### src/rtl/uart_tx_arbiter.sv
// uart_tx_arbiter: round-robin share of one uart_tx between two NBYTES-wide block requesters.
// Optional UART_ARB_HEADER_EN prefixes each block with header byte 8'hA0 | grant_id.
module uart_tx_arbiter #(
  parameter int NBYTES   = 16,
  parameter int CLK_FREQ = 100_000_000
) (
  input  logic                  clk,
  input  logic                  rst,
  input  logic                  req0_valid,
  input  logic [8*NBYTES-1:0]   req0_data,
  output logic                  req0_ack,
  input  logic                  req1_valid,
  input  logic [8*NBYTES-1:0]   req1_data,
  output logic                  req1_ack,
  output logic [7:0]            tx_data,
  output logic                  tx_valid,
  input  logic                  tx_busy,
  output logic                  active,
  output logic                  grant_id
);
  localparam logic [1:0] IDLE    = 2'd0;
  localparam logic [1:0] ISSUE   = 2'd1;
  localparam logic [1:0] WAIT_HI = 2'd2;
  localparam logic [1:0] WAIT_LO = 2'd3;
`ifdef UART_ARB_HEADER_EN
  localparam int         SW   = 8*NBYTES + 8;
  localparam logic [7:0] LAST = 8'(NBYTES);
`else
  localparam int         SW   = 8*NBYTES;
  localparam logic [7:0] LAST = 8'(NBYTES - 1);
`endif
  if (NBYTES < 1 || NBYTES > 255 || CLK_FREQ < 1) begin : g_cfg_err
    $error("uart_tx_arbiter: NBYTES must be 1..255 and CLK_FREQ positive");
  end
  logic [1:0]          state;
  logic [7:0]          cnt;
  logic [SW-1:0]       sh;
  logic                last_grant;
  logic                pick1;
  logic [8*NBYTES-1:0] win_data;
  logic [SW-1:0]       load;
  // On a tie the requester that was not served last wins.
  assign pick1    = req1_valid & (~req0_valid | ~last_grant);
  assign win_data = pick1 ? req1_data : req0_data;
`ifdef UART_ARB_HEADER_EN
  assign load = {win_data, 7'h50, pick1};
`else
  assign load = win_data;
`endif
  always_ff @(posedge clk or posedge rst) begin
    if (rst) begin
      state      <= IDLE;
      cnt        <= '0;
      sh         <= '0;
      last_grant <= 1'b1;
      req0_ack   <= 1'b0;
      req1_ack   <= 1'b0;
      tx_data    <= '0;
      tx_valid   <= 1'b0;
      active     <= 1'b0;
      grant_id   <= 1'b0;
    end else begin
      req0_ack <= 1'b0;
      req1_ack <= 1'b0;
      tx_valid <= 1'b0;
      case (state)
        IDLE: if (req0_valid | req1_valid) begin
          sh         <= load;
          req0_ack   <= ~pick1;
          req1_ack   <= pick1;
          grant_id   <= pick1;
          last_grant <= pick1;
          active     <= 1'b1;
          cnt        <= '0;
          state      <= ISSUE;
        end
        ISSUE: begin
          tx_data  <= sh[7:0];
          tx_valid <= 1'b1;
          state    <= WAIT_HI;
        end
        WAIT_HI: if (tx_busy) state <= WAIT_LO;
        WAIT_LO: if (!tx_busy) begin
          sh     <= sh >> 8;
          cnt    <= cnt + 8'd1;
          state  <= (cnt == LAST) ? IDLE : ISSUE;
          active <= (cnt != LAST);
        end
      endcase
    end
  end
endmodule

### config.mk
export PLATFORM = sky130hd
export DESIGN_NAME = uart_tx_arbiter
export DESIGN_NICKNAME = d
export VERILOG_FILES = /design/src/rtl/uart_tx_arbiter.sv
export SDC_FILE = /design/constraint.sdc
export NUM_CORES = 1
export LEC_CHECK = 0
export ABC_AREA = 1
export ABC_CLOCK_PERIOD_IN_PS = 4950
export CAP_MARGIN = 40
export CORE_ASPECT_RATIO = 1.2
export CORE_MARGIN = 4
export CORE_UTILIZATION = 48
export CTS_BUF_LIST = sky130_fd_sc_hd__clkbuf_4
export CTS_CLUSTER_SIZE = 30
export DETAILED_ROUTE_END_ITERATION = 10
export PLACE_DENSITY = 0.84
export SLEW_MARGIN = 20
export SYNTH_ARGS = -nofsm -noshare
export SYNTH_HDL_FRONTEND = slang
export SYNTH_SLANG_ARGS = --single-unit
### constraint.sdc
create_clock -name clk -period 4.95 [get_ports clk]
set_input_delay 0.495 -clock clk [delete_from_list [all_inputs] [get_ports clk]]
set_output_delay 0.495 -clock clk [all_outputs]
set_load 0.005 [all_outputs]
* Word-level counts from Yosys, hierarchy flattened *
Index checks and enable logic that the tools add are counted.

operators by class
  $add $sub $neg = 1
  multipliers = 0
  div/mod/pow operators = 0
  magnitude comparators = 0
  equal/unequal tests = 8
  shift operators = 0
  muxes and demuxes = 20
  bitwise operators = 6
  reductions and logical operators = 5

operator list
  operator                                                                 number
  128-bit 2-to-1 mux                                                       3
  128-bit one-hot mux with 2 select lines                                  1
  8-bit 2-to-1 mux                                                         2
  8-bit one-hot mux with 2 select lines                                    1
  8-bit by 1-bit adder with 8-bit output, second input constant            1
  8-bit by 4-bit equality test with 1-bit output, second input constant    1
  1-bit 2-to-1 mux                                                         8
  8-bit by 4-bit inequality test with 1-bit output, second input constant  1
  2-bit one-hot mux with 4 select lines                                    1
  2-bit 2-to-1 mux                                                         3
  2-bit inequality test, second input constant                             3
  3-bit AND reduction                                                      2
  2-bit equality test, second input constant                               2
  1-bit inverter                                                           3
  2-bit by 1-bit equality test with 1-bit output, second input constant    1
  2-bit logical NOT                                                        1
  1-bit bitwise OR                                                         2
  1-bit one-hot mux with 2 select lines                                    1
  2-bit AND reduction                                                      1
  2-bit nonzero test                                                       1
  1-bit AND                                                                1

storage, ports and cells
  register bits = 152
  latch bits = 0
  bits in writable memories = 0
  bits in read-only memories = 0
  output and inout bits = 13
  word-level logic and storage cells = 50
  memories = 0

* Depth between registers and ports, before layout *
Gate-level depths: netlist (run 1).

  word-level depth = 6
  depth in mapped cells = 10

* Least setup slack after synthesis (run 1) *
No wires, ideal clock.

  path kind = register -> register
  from = register state[0]
  to = register cnt[0]
  data arrival time = 1.444 ns
  path slack = 3.371 ns
  cell stages (with the launch flop) = 10
  path buffers = 2
  cells stage by stage = dfrtp_1 inv_1 ha_1 o21ai_2 nor2_4 inv_2 buf_4 buf_4 nand2_1 o31ai_1

between the ends
  word-level cells in the longest chain between the ends = 3
  elaborated cells on any way between the ends = 7
  those cells by class = eq/ne (3); mux (1); reduce/logical (3)

ends and longest elaborated chain
  element                                                                line  text
  from (decl)                                                            35    logic [1:0] state;
  from (signal assigned)                                                 86    state <= (cnt == LAST) ? IDLE : ISSUE;
  2-bit equality test or 2-bit logical NOT (tied branches)               66    case (state)
  2-bit inequality test (no line) or 2-bit nonzero test (tied branches)  --
  3-bit AND reduction (no line)                                          --
  to (signal assigned)                                                   85    cnt <= cnt + 8'd1;
  to (decl)                                                              36    logic [7:0] cnt;

Several ways; a longest one is shown, not always the timed one.
A chain may end at the register's enable or synchronous reset.

* Final worst setup path (run 1) *
  from = register state[0]
  to = register sh[75]

between the ends
  word-level cells in the longest chain between the ends = 3
  elaborated cells on any way between the ends = 7
  those cells by class = eq/ne (3); mux (1); reduce/logical (3)

ends and longest elaborated chain
  element                                                                line  text
  2-bit equality test or 2-bit logical NOT (tied branches)               66
  2-bit inequality test (no line) or 2-bit nonzero test (tied branches)  --
  3-bit AND reduction (no line)                                          --
  to (signal assigned)                                                   68    sh <= load;
  to (signal assigned)                                                   84    sh <= sh >> 8;
  to (decl)                                                              37    logic [SW-1:0] sh;

Several ways; a longest one is shown, not always the timed one.

==> out/qor.yml, run 1 <==
cp_max_fo: 37
sequentialPowerShare_pct: 39.0
yosysWarningCount: 0
rsz0062_at_grt: "false"
cts_resized: 0
synth_compound_area_share_pct: 4.47
synth_simple_gate_area_share_pct: 42.2
final_cell_mix: "nand2_1 (670), clkdlybuf4s50_1 (273), nand3_1 (158)"
setup_viol: 0
synth_top_family_by_area: "simple AND/OR/NAND/NOR gates"
cts_buffer_depth: 2
cp-end-kind: "flop"
hold_path_class: "in -> async"
drc: 0
drtAntennaViolNets: 0
fin_nets: 1679
io_pins: 274
ys_seq_elements: 152
cts_buffers: 17
setup_tns_ns: 0
clk_pin_slew_ns: 0.12
share_comb_of_total_power_pct: 47.7
cp.required_ns: 5.45
critPathTopFamily: "buffers and inverters"
row_count: 52
period_minus_slack_ns: 2.70
syn_area_per_cell_um2: 6.99
synth_cell_types: 25
crit_path_start_kind: "flop"
worstMarginPinSlew_ns: 0.720
synth_top_area_share_pct: 45.8
crit_buf_inv: 2
grt_max_degree: 85
arrival_ns: 3.20
dieArea_um2: 19400
cts_max_level: 4
synth_xor_area_share_pct: 0
cts-root-buf: "clkbuf_4"
grt_overflow: 0
fin_skew_ns: 0.0149
cts.sinks: 152
worst_skew_pair.late_latency_ns: 0.56
grt_usage_pct: 24.6
power-per-cell-area_nw_per_um2: 470
die_h_um: 152
ys_seq_area_share_pct: 46.1
synthToLayoutAreaGrowth_pct: 37.7
viasPerCell: 5.09
final-max-slew-violation-count: 0
finalCritPeriodShare_pct: 54.6
maxCapViolCount: 0
gp_congestion: 0.871
finalPower_w: 0.00534
yosys.area.top_type: "dfrtp_1"
layout-drive-gt1-share_pct: 4.63
dr_total_vias: 8370
fp.dieW_um: 128
fmax_mhz: 370
outcome: "completed"
antenna_found_initial: 1
place_hpwl_mm: 17.4
irDropWorstVdd_mv: 0.283
hold_buffers: 0
tritoncts: "done"
grt_pass1_vias: 8052
layout_commonest_cell: "nand2_1"
synthesis.area_um2: 8260
cpPeakStageDelay_ns: 0.54
start_util_pct: 49.0
drt-total-wl_mm: 23.7
cpMaxStageDelayCell: "nor2_4"
p_switching_w: 0.00224
synth_cells: 1181
p_clk_share_pct: 13.4
n_fill_cell: 1477
swShare_pct: 42.0
p_int_w: 0.00310
synth.area.top_cells: "dfrtp_1 (46%), nand2_1 (31%), nand3_1 (9.6%)"
synth_nets: 1447
dr.pass1.iters: 5
grt_pass1_wl_mm: 38.0
numPortBuffers: 273
slew_headroom_pct: 51.9
drt_first_iter_violations: 601
leakage_nw: 5.56
core-area_um2: 16900
fin_util_pct: 67.4
hold_viol_final: 0
worstSetupPathType: "reg -> reg"
wl_per_cell_um: 14.4
cp_cell_sequence: "ha_1, inv_2, nor2_4, buf_4, nand2_1, nand3_1"
synthAdderAreaFrac_pct: 0.758
muxShareOfSynthArea_pct: 1.09
post-cts-setup-buffers: 0
## routing by layer
| layer | wire [µm] | global-route usage, % | vias up |
|---|---|---|---|
| met5 | 0 | 0 | - |
| met4 | 545 | 8.81 | 0 |
| met3 | 1920 | 5.96 | 38 |
| met2 | 11400 | 41.2 | 341 |
| met1 | 9900 | 31.2 | 3766 |
| li1 | - | - | 4225 |
## through the flow
step | cells | hold slack [ns] | worst slack, ns | area, µm²
floorplan | 1181 | 0.444 | 0.364 | 8260
global placement | 1606 | 0.456 | 1.81 | 11000
detailed placement | 1609 | 0.462 | 1.75 | 11100
CTS | 1641 | 0.256 | 2.21 | 11300
global route | 1643 | 0.276 | 1.99 | 11400
finish | 1643 | 0.296 | 2.25 | 11400
## Yosys cell counts
master / n
clkbuf_1: 25
or2_2: 1
inv_2: 6
o21ai_2: 1
buf_2: 29
buf_6: 1
a21oi_1: 1
nand2_1: 671
nand3_1: 158
o211ai_1: 31
buf_4: 12
o31ai_1: 1
o21ai_0: 7
o21ai_1: 16
nand2_2: 2
inv_1: 12
dfrtp_1: 151
nand4_1: 6
dfstp_2: 1
mux2_2: 8
nor2_2: 2
buf_1: 9
nor2_1: 23
nor2_4: 2
ha_1: 5
## registers in the layout, indices dropped and copies added (netlist names), 2 cells and up
name     cells
cnt          8
state        2
tx_data      8
sh         128
## kinds of logic after synthesis
kind of cell	Yosys count
flops	152
buf+inv	94
compound gates	57
mux	8
simple gates	865
fa+ha+maj	5
## power groups by stage
stage | registers [W] | clock network, W | logic, W
after floorplan | 0.00201 | 0 | 0.00183
after global placement | 0.00208 | 0 | 0.00243
after detailed placement | 0.00210 | 0 | 0.00254
after CTS | 0.00208 | 0.000735 | 0.00254
after global routing | 0.00214 | 0.000788 | 0.00290
final | 0.00208 | 0.000713 | 0.00255
## worst paths after layout
path	start	endpoint	slack (ns)	cells past startpoint
setup / recovery	state[0]$_DFFE_PP0P_	sh[75]$_DFFE_PP0P_	2.25	6
hold / removal	rst	sh[87]$_DFFE_PP0P_	0.30	2
setup reg to reg	state[0]$_DFFE_PP0P_	sh[75]$_DFFE_PP0P_	2.25	6
hold reg to reg	sh[2]$_DFFE_PP0P_	sh[2]$_DFFE_PP0P_	0.49	2
max in group asynchronous	rst	last_grant$_DFFE_PP1P_	3.82	3
min in group clk	sh[2]$_DFFE_PP0P_	sh[2]$_DFFE_PP0P_	0.49	2
## area by class of cell
type / count / area [µm²] / share of cell area (%)
sequential: 152 / 3800 / 33.5
multi-input combinational: 935 / 4020 / 35.4
antenna: 1 / 2.50 / 0.0220
clock inverter: 13 / 111 / 0.980
clock buffer: 19 / 143 / 1.25
timing repair buffer: 289 / 2940 / 25.8
tap: 216 / 270 / 2.38
inverter: 18 / 75.1 / 0.661
No activity file was read; power rests on OpenSTA's default activity.
==> inputs of run 2 (changes only) <==
ABC_CLOCK_PERIOD_IN_PS = 2400   (was 4950)
CORE_UTILIZATION = 43   (was 48)
PLACE_DENSITY = 0.8   (was 0.84)
clock period = 2.4 ns   (was 4.95 ns; I/O delays follow)
==> run 2 against run 1 <==
Routed wire length decreased by 2.3%. Sequential cell count unchanged. Via count fell by 0.54%. Sequential power up 110%. Hold slack worse by 0.012 ns. Clock power grew 110%. Count of clock-buffer cells in the layout rose by 1. Utilization shrank 6.7 points. Setup slack got worse by 2.0 ns. Combinational power is 110% higher. Critical path type unchanged.
==> out/qor.yml, run 2 (same netlist as run 1, synthesis figures left out) <==
min_from: "req1_data[127]"
numPortBuffers: 273  # unchanged
worstMarginPinSlew_ns: 0.535  # -0.185 ns
hold_path_class: "in -> reg"
final_cell_mix: "nand2_1 (670), clkdlybuf4s50_1 (273), nand3_1 (158)"
holdPathEnd: "sh[127]$_DFFE_PP0P_"
period_minus_slack_ns: 2.20  # -0.504 ns
fin_util_pct: 60.8  # -6.7 points
critPathTopFamily: "buffers and inverters"
cts_buffer_depth: 2  # unchanged
drtAntennaViolNets: 0  # unchanged
drt_first_iter_violations: 602  # +0.17%
fin_nets: 1679  # unchanged
rsz0062_at_grt: "false"
n_fill_cell: 1730  # +17%
grt_pass1_vias: 8027  # -0.31%
fmax_mhz: 454  # +23%
cp.required_ns: 2.86  # -2.59 ns
die_h_um: 160  # +5.4%
dr_total_vias: 8325  # -0.54%
swShare_pct: 41.8  # -0.22 points
path_depth: 8  # +2
fp.dieW_um: 134  # +5.3%
layout_commonest_cell: "nand2_1"
share_comb_of_total_power_pct: 47.7  # about the same
p_clk_share_pct: 13.5  # about the same
grt_max_degree: 130  # +53%
crit_path_start_kind: "flop"
regArea_um2: 3800  # unchanged
cpPeakStageDelay_ns: 0.48  # -0.06 ns
grt_usage_pct: 21.5  # -3.1 points
cp_common_cell: "nand2_1"
slew_headroom_pct: 64.3  # +12 points
dr.pass1.iters: 5  # unchanged
row_count: 55  # +5.8%
io_pins: 274  # unchanged
p_switching_w: 0.00461  # +110%
gp_congestion: 0.822  # -5.7%
hold_viol_final: 0  # unchanged
layout-drive-gt1-share_pct: 4.63  # about the same
hold_depth: 3
reg_top3: "sh: 128 flops, cnt: 8 flops, tx_data: 8 flops"
grt_overflow: 0  # unchanged
irDropWorstVdd_mv: 0.851  # +200%
largest_register_ffs: 128  # unchanged
final-max-slew-violation-count: 0  # unchanged
arrival_ns: 2.66  # -0.54 ns
fin_skew_ns: 0.0232  # +0.00829 ns
worstSetupPathType: "reg -> reg"
synthToLayoutAreaGrowth_pct: 38.8
drt-total-wl_mm: 23.2  # -2.3%
outcome: "completed"
cp_cell_sequence: "ha_1, nand2_1, o21ai_2, nor2_4, inv_4, buf_4, nand2_1, o21ai_1"
cpMaxStageDelayCell: "ha_1"
cp-end-kind: "flop"
clk_pin_slew_ns: 0.13  # about the same
antenna_found_initial: 1  # unchanged
cts_buffers: 17  # unchanged
wl_per_cell_um: 13.8  # -4.6%
rr_startpoint: "state[0]$_DFFE_PP0P_"
core-area_um2: 18900  # +12%
place_hpwl_mm: 16.8  # -3.4%
power-per-cell-area_nw_per_um2: 963  # +100%
dieArea_um2: 21500  # +11%
rrSetupSlack_ns: 0.20  # -2.05 ns
drc: 0  # unchanged
finalCritPeriodShare_pct: 91.7  # +37 points
start_util_pct: 43.8  # -5.2 points
leakage_nw: 5.56  # +0.16%
tritoncts: "done"
maxCapViolCount: 0  # unchanged
worst_skew_pair.late_latency_ns: 0.55  # about the same
setup_viol: 0  # unchanged
cts_max_level: 4  # unchanged
cts.sinks: 152  # unchanged
crit_buf_inv: 2  # unchanged
multi_input_area_um2: 4020  # unchanged
viasPerCell: 4.95  # -2.8%
p_int_w: 0.00642  # +110%
largest_register: "sh"
cts-root-buf: "clkbuf_4"
grt_pass1_wl_mm: 37.9  # -0.29%
rr_endpoint: "sh[121]$_DFFE_PP0P_"
cp_max_fo: 52  # +41%
reg2regPathDepth: 8  # +2
setup_tns_ns: 0  # unchanged
sequentialPowerShare_pct: 38.9  # about the same
run 2: cell count changes in the layout (fill, tap and decap cells not counted), sizes merged:
cell | before | now
buf | 16 | 15
clkinv | 9 | 7
clkbuf | 19 | 20
inv | 18 | 17
dlygate4sd3 | 0 | 1
clkinvlp | 2 | 3
run 2: layout make-up:
cell class / count / share of cell area, %
Clock buffer: 20 / 1.31
Inverter: 18 / 0.644
Timing Repair Buffer: 289 / 26.0
Tap cell: 256 / 2.79
Antenna cell: 1 / 0.0218
Clock inverter: 11 / 0.939
Multi-Input combinational cell: 935 / 35.1
Sequential cell: 152 / 33.2
run 2: power by group through the flow:
stage / combinational (W) / clock (W) / sequential (W)
after CTS: 0.00534 / 0.00153 / 0.00428
final: 0.00526 / 0.00149 / 0.00429
after detailed placement: 0.00534 / 0 / 0.00432
after global placement: 0.00519 / 0 / 0.00429
after global routing: 0.00601 / 0.00163 / 0.00440
after floorplan: 0.00378 / 0 / 0.00415
run 2: how the worst max path moves through the flow:
stage,from,end,slack [ns]
3_5_place_dp,req1_valid,sh[121]$_DFFE_PP0P_,0.21
2_1_floorplan,rst,active$_DFFE_PP0P_,0.24
5_1_grt,state[0]$_DFFE_PP0P_,sh[121]$_DFFE_PP0P_,0.01
3_3_place_gp,req1_valid,sh[112]$_DFFE_PP0P_,0.28
6_report,state[0]$_DFFE_PP0P_,sh[121]$_DFFE_PP0P_,0.20
4_1_cts,state[0]$_DFFE_PP0P_,sh[121]$_DFFE_PP0P_,0.18
run 2: repair_timing:
| item | in CTS | in global routing |
|---|---|---|
| hold buffers | 1 | 0 |
| setup buffers | 0 | 0 |
| endpoints found under the hold margin | 5 | 0 |
| gates resized for setup | 0 | 0 |
| setup endpoints to repair | 0 | 0 |
run 2: metal layers:
layer  global-route usage, %  vias up  wire length [µm]
met1                    27.6     3783              9810
li1                        -     4217                 -
met2                    36.1      291             11200
met4                    7.08        0               538
met3                    4.82       34              1670
met5                       0        -                 0
run 2: worst min-delay path: cells and delay by family:
| kind | cells | cell delay, ns |
|---|---|---|
| AO/OA/AOI/OAI | 1 | 0.07 |
| buffers and inverters | 1 | 0.39 |
| AND/OR/NAND/NOR | 1 | 0.10 |
run 2: through the flow:
stage	hold WS (ns)	setup WS, ns	cell area (µm²)	total power (W)	instances
2_1_floorplan	0.410	0.244	8260	0.00793	1181
3_3_place_gp	0.457	0.280	11200	0.00948	1649
3_5_place_dp	0.461	0.211	11200	0.00965	1649
4_1_cts	0.229	0.182	11500	0.0111	1681
5_1_grt	0.245	0.00972	11500	0.0120	1682
6_report	0.285	0.200	11500	0.0110	1682
==> inputs of run 3 (changes only) <==
ABC_CLOCK_PERIOD_IN_PS = not set   (was 2400)
CORE_UTILIZATION = 35   (was 43)
PLACE_DENSITY = 0.67   (was 0.8)
==> run 3 against run 2 <==
Sequential share of layout area down 0.47 points. Largest cell class unchanged. Clock power up 18%. Highest routed layer unchanged. Setup slack better by 0.15 ns. Sequential cell count unchanged. Sequential power about the same.
==> out/qor.yml, run 3 (same netlist as run 1, synthesis figures left out) <==
maxCapViolCount: 0  # unchanged
leakage_nw: 5.62  # +0.97%
setup_viol: 0  # unchanged
post-cts-setup-buffers: 0  # unchanged
clk_pin_slew_ns: 0.13  # about the same
worstSetupPathType: "reg -> reg"
cts_buffers: 17  # unchanged
fmax_mhz: 487  # +7.1%
drtAntennaViolNets: 0  # unchanged
cts_max_level: 4  # unchanged
grt_usage_pct: 18.5  # -3.0 points
hold_buffers: 0  # -1
gp_congestion: 0.830  # +1.1%
largest_register_ffs: 128  # unchanged
arrival_ns: 2.52  # -0.14 ns
drt_first_iter_violations: 395  # -34%
irDropWorstVdd_mv: 0.572  # -33%
hold_path_class: "in -> async"
final_cells: 1745  # +3.7%
cp_cell_sequence: "ha_1, nand2_1, o21ai_2, nor2_4, inv_4, buf_12, nand2_1, o21ai_1"
viasPerCell: 4.73  # -4.4%
row_count: 61  # +11%
core-area_um2: 23200  # +23%
worst_skew_pair.late_latency_ns: 0.54  # about the same
finalPower_w: 0.0114  # +3.5%
outcome: "completed"
final_cell_mix: "nand2_1 (670), clkdlybuf4s50_1 (273), nand3_1 (158)"
cpPeakStageDelay_ns: 0.51  # +0.03 ns
start_util_pct: 35.6  # -8.2 points
dp_cells: 1713  # +3.9%
cp.required_ns: 2.87  # about the same
fin_nets: 1683  # +0.24%
cp-end-kind: "flop"
cts_resized: 0  # unchanged
crit_buf_inv: 2  # unchanged
slew_headroom_pct: 64.5  # +0.18 points
dr_total_vias: 8257  # -0.82%
crit_path_start_kind: "flop"
drt-total-wl_mm: 24.7  # +6.4%
dr.pass1.iters: 5  # unchanged
cp_common_cell: "nand2_1"
grt_overflow: 0  # unchanged
layout-drive-gt1-share_pct: 5.25  # +0.62 points
numPortBuffers: 273  # unchanged
synthToLayoutAreaGrowth_pct: 40.8
antenna_found_initial: 1  # unchanged
finalCritPeriodShare_pct: 85.6  # -6.1 points
reg_top3: "sh: 128 flops, cnt: 8 flops, tx_data: 8 flops"
grt_pass1_vias: 7894  # -1.7%
cpMaxStageDelayCell: "ha_1"
fin_skew_ns: 0.0152  # -0.00802 ns
critPathTopFamily: "adder cells"
grt_pass1_wl_mm: 39.2  # +3.5%
tritoncts: "done"
cp_max_fo: 71  # +37%
fp.dieW_um: 148  # +10%
drc: 0  # unchanged
power-per-cell-area_nw_per_um2: 983  # +2.1%
setup_tns_ns: 0  # unchanged
io_pins: 274  # unchanged
hold_viol_final: 0  # unchanged
worstMarginPinSlew_ns: 0.531  # -0.00388 ns
final-max-slew-violation-count: 0  # unchanged
place_hpwl_mm: 18.0  # +6.9%
cts_buffer_depth: 2  # unchanged
dieArea_um2: 26100  # +22%
layout_commonest_cell: "nand2_1"
cts.sinks: 152  # unchanged
period_minus_slack_ns: 2.05  # -0.146 ns
cts-root-buf: "clkbuf_4"
wl_per_cell_um: 14.1  # +2.6%
grt_max_degree: 96  # -26%
die_h_um: 176  # +10%
rsz0062_at_grt: "false"
largest_register: "sh"
-- run 3: changes by cell type in the layout (fill, tap and decap cells not counted), sizes merged --
cell         before  now
clkbuf           20   19
dlygate4sd3       1    0
bufinv            2    4
clkinvlp          3    2
buf              15   20
-- run 3: power breakdown --
part | internal (W) | switching [W]
Combinational | 0.00218 | 0.00319
Clock | 0.000846 | 0.000915
Sequential | 0.00367 | 0.000623
Total | 0.00669 | 0.00473
-- run 3: path summary, 6_finish.rpt --
path / start / endpoint / slack, ns / cells after the start
hold reg to reg: sh[4]$_DFFE_PP0P_ / sh[4]$_DFFE_PP0P_ / 0.49 / 2
min in group clk: req0_data[125] / sh[125]$_DFFE_PP0P_ / 0.29 / 3
setup / recovery: state[0]$_DFFE_PP0P_ / sh[127]$_DFFE_PP0P_ / 0.35 / 8
setup reg to reg: state[0]$_DFFE_PP0P_ / sh[127]$_DFFE_PP0P_ / 0.35 / 8
hold / removal: rst / sh[124]$_DFFE_PP0P_ / 0.07 / 2
max in group asynchronous: rst / sh[45]$_DFFE_PP0P_ / 1.61 / 3
-- run 3: through the flow --
| stage | utilization, % | instance area (µm²) | worst slack (ns) | hold slack (ns) |
|---|---|---|---|---|
| after floorplan | - | 8260 | 0.244 | 0.410 |
| after global placement | 48.7 | 11300 | 0.424 | 0.458 |
| after detailed placement | 48.7 | 11300 | 0.382 | 0.464 |
| after CTS | 50.1 | 11600 | 0.356 | 0.0152 |
| after global routing | 50.1 | 11600 | 0.180 | 0.0745 |
| final | 50.1 | 11600 | 0.346 | 0.0685 |
-- run 3: final cells by class --
class / instances / area (µm²)
multi-input combinational: 935 / 4020
clock buffer: 19 / 143
tap: 315 / 394
sequential: 152 / 3800
fill: 2395 / 11600
antenna: 1 / 2.50
inverter: 18 / 75.1
clock inverter: 12 / 176
timing repair buffer: 293 / 3010
-- run 3: layer usage --
layer	track usage, %	routed length, µm	up-vias
met5	0	0	-
met4	4.47	229	0
met3	4.21	1620	15
met2	30.8	11900	255
met1	24.6	11000	3756
li1	-	-	4231
-- run 3: worst reg2reg max path: cells and delay by family, from the launching register on --
| kind | cells | cell delay [ns] |
|---|---|---|
| AND/OR/NAND/NOR | 3 | 0.42 |
| flip-flops | 1 | 0.44 |
| buffers and inverters | 2 | 0.41 |
| AO/OA/AOI/OAI | 2 | 0.21 |
| adder cells (fa/ha/maj) | 1 | 0.51 |
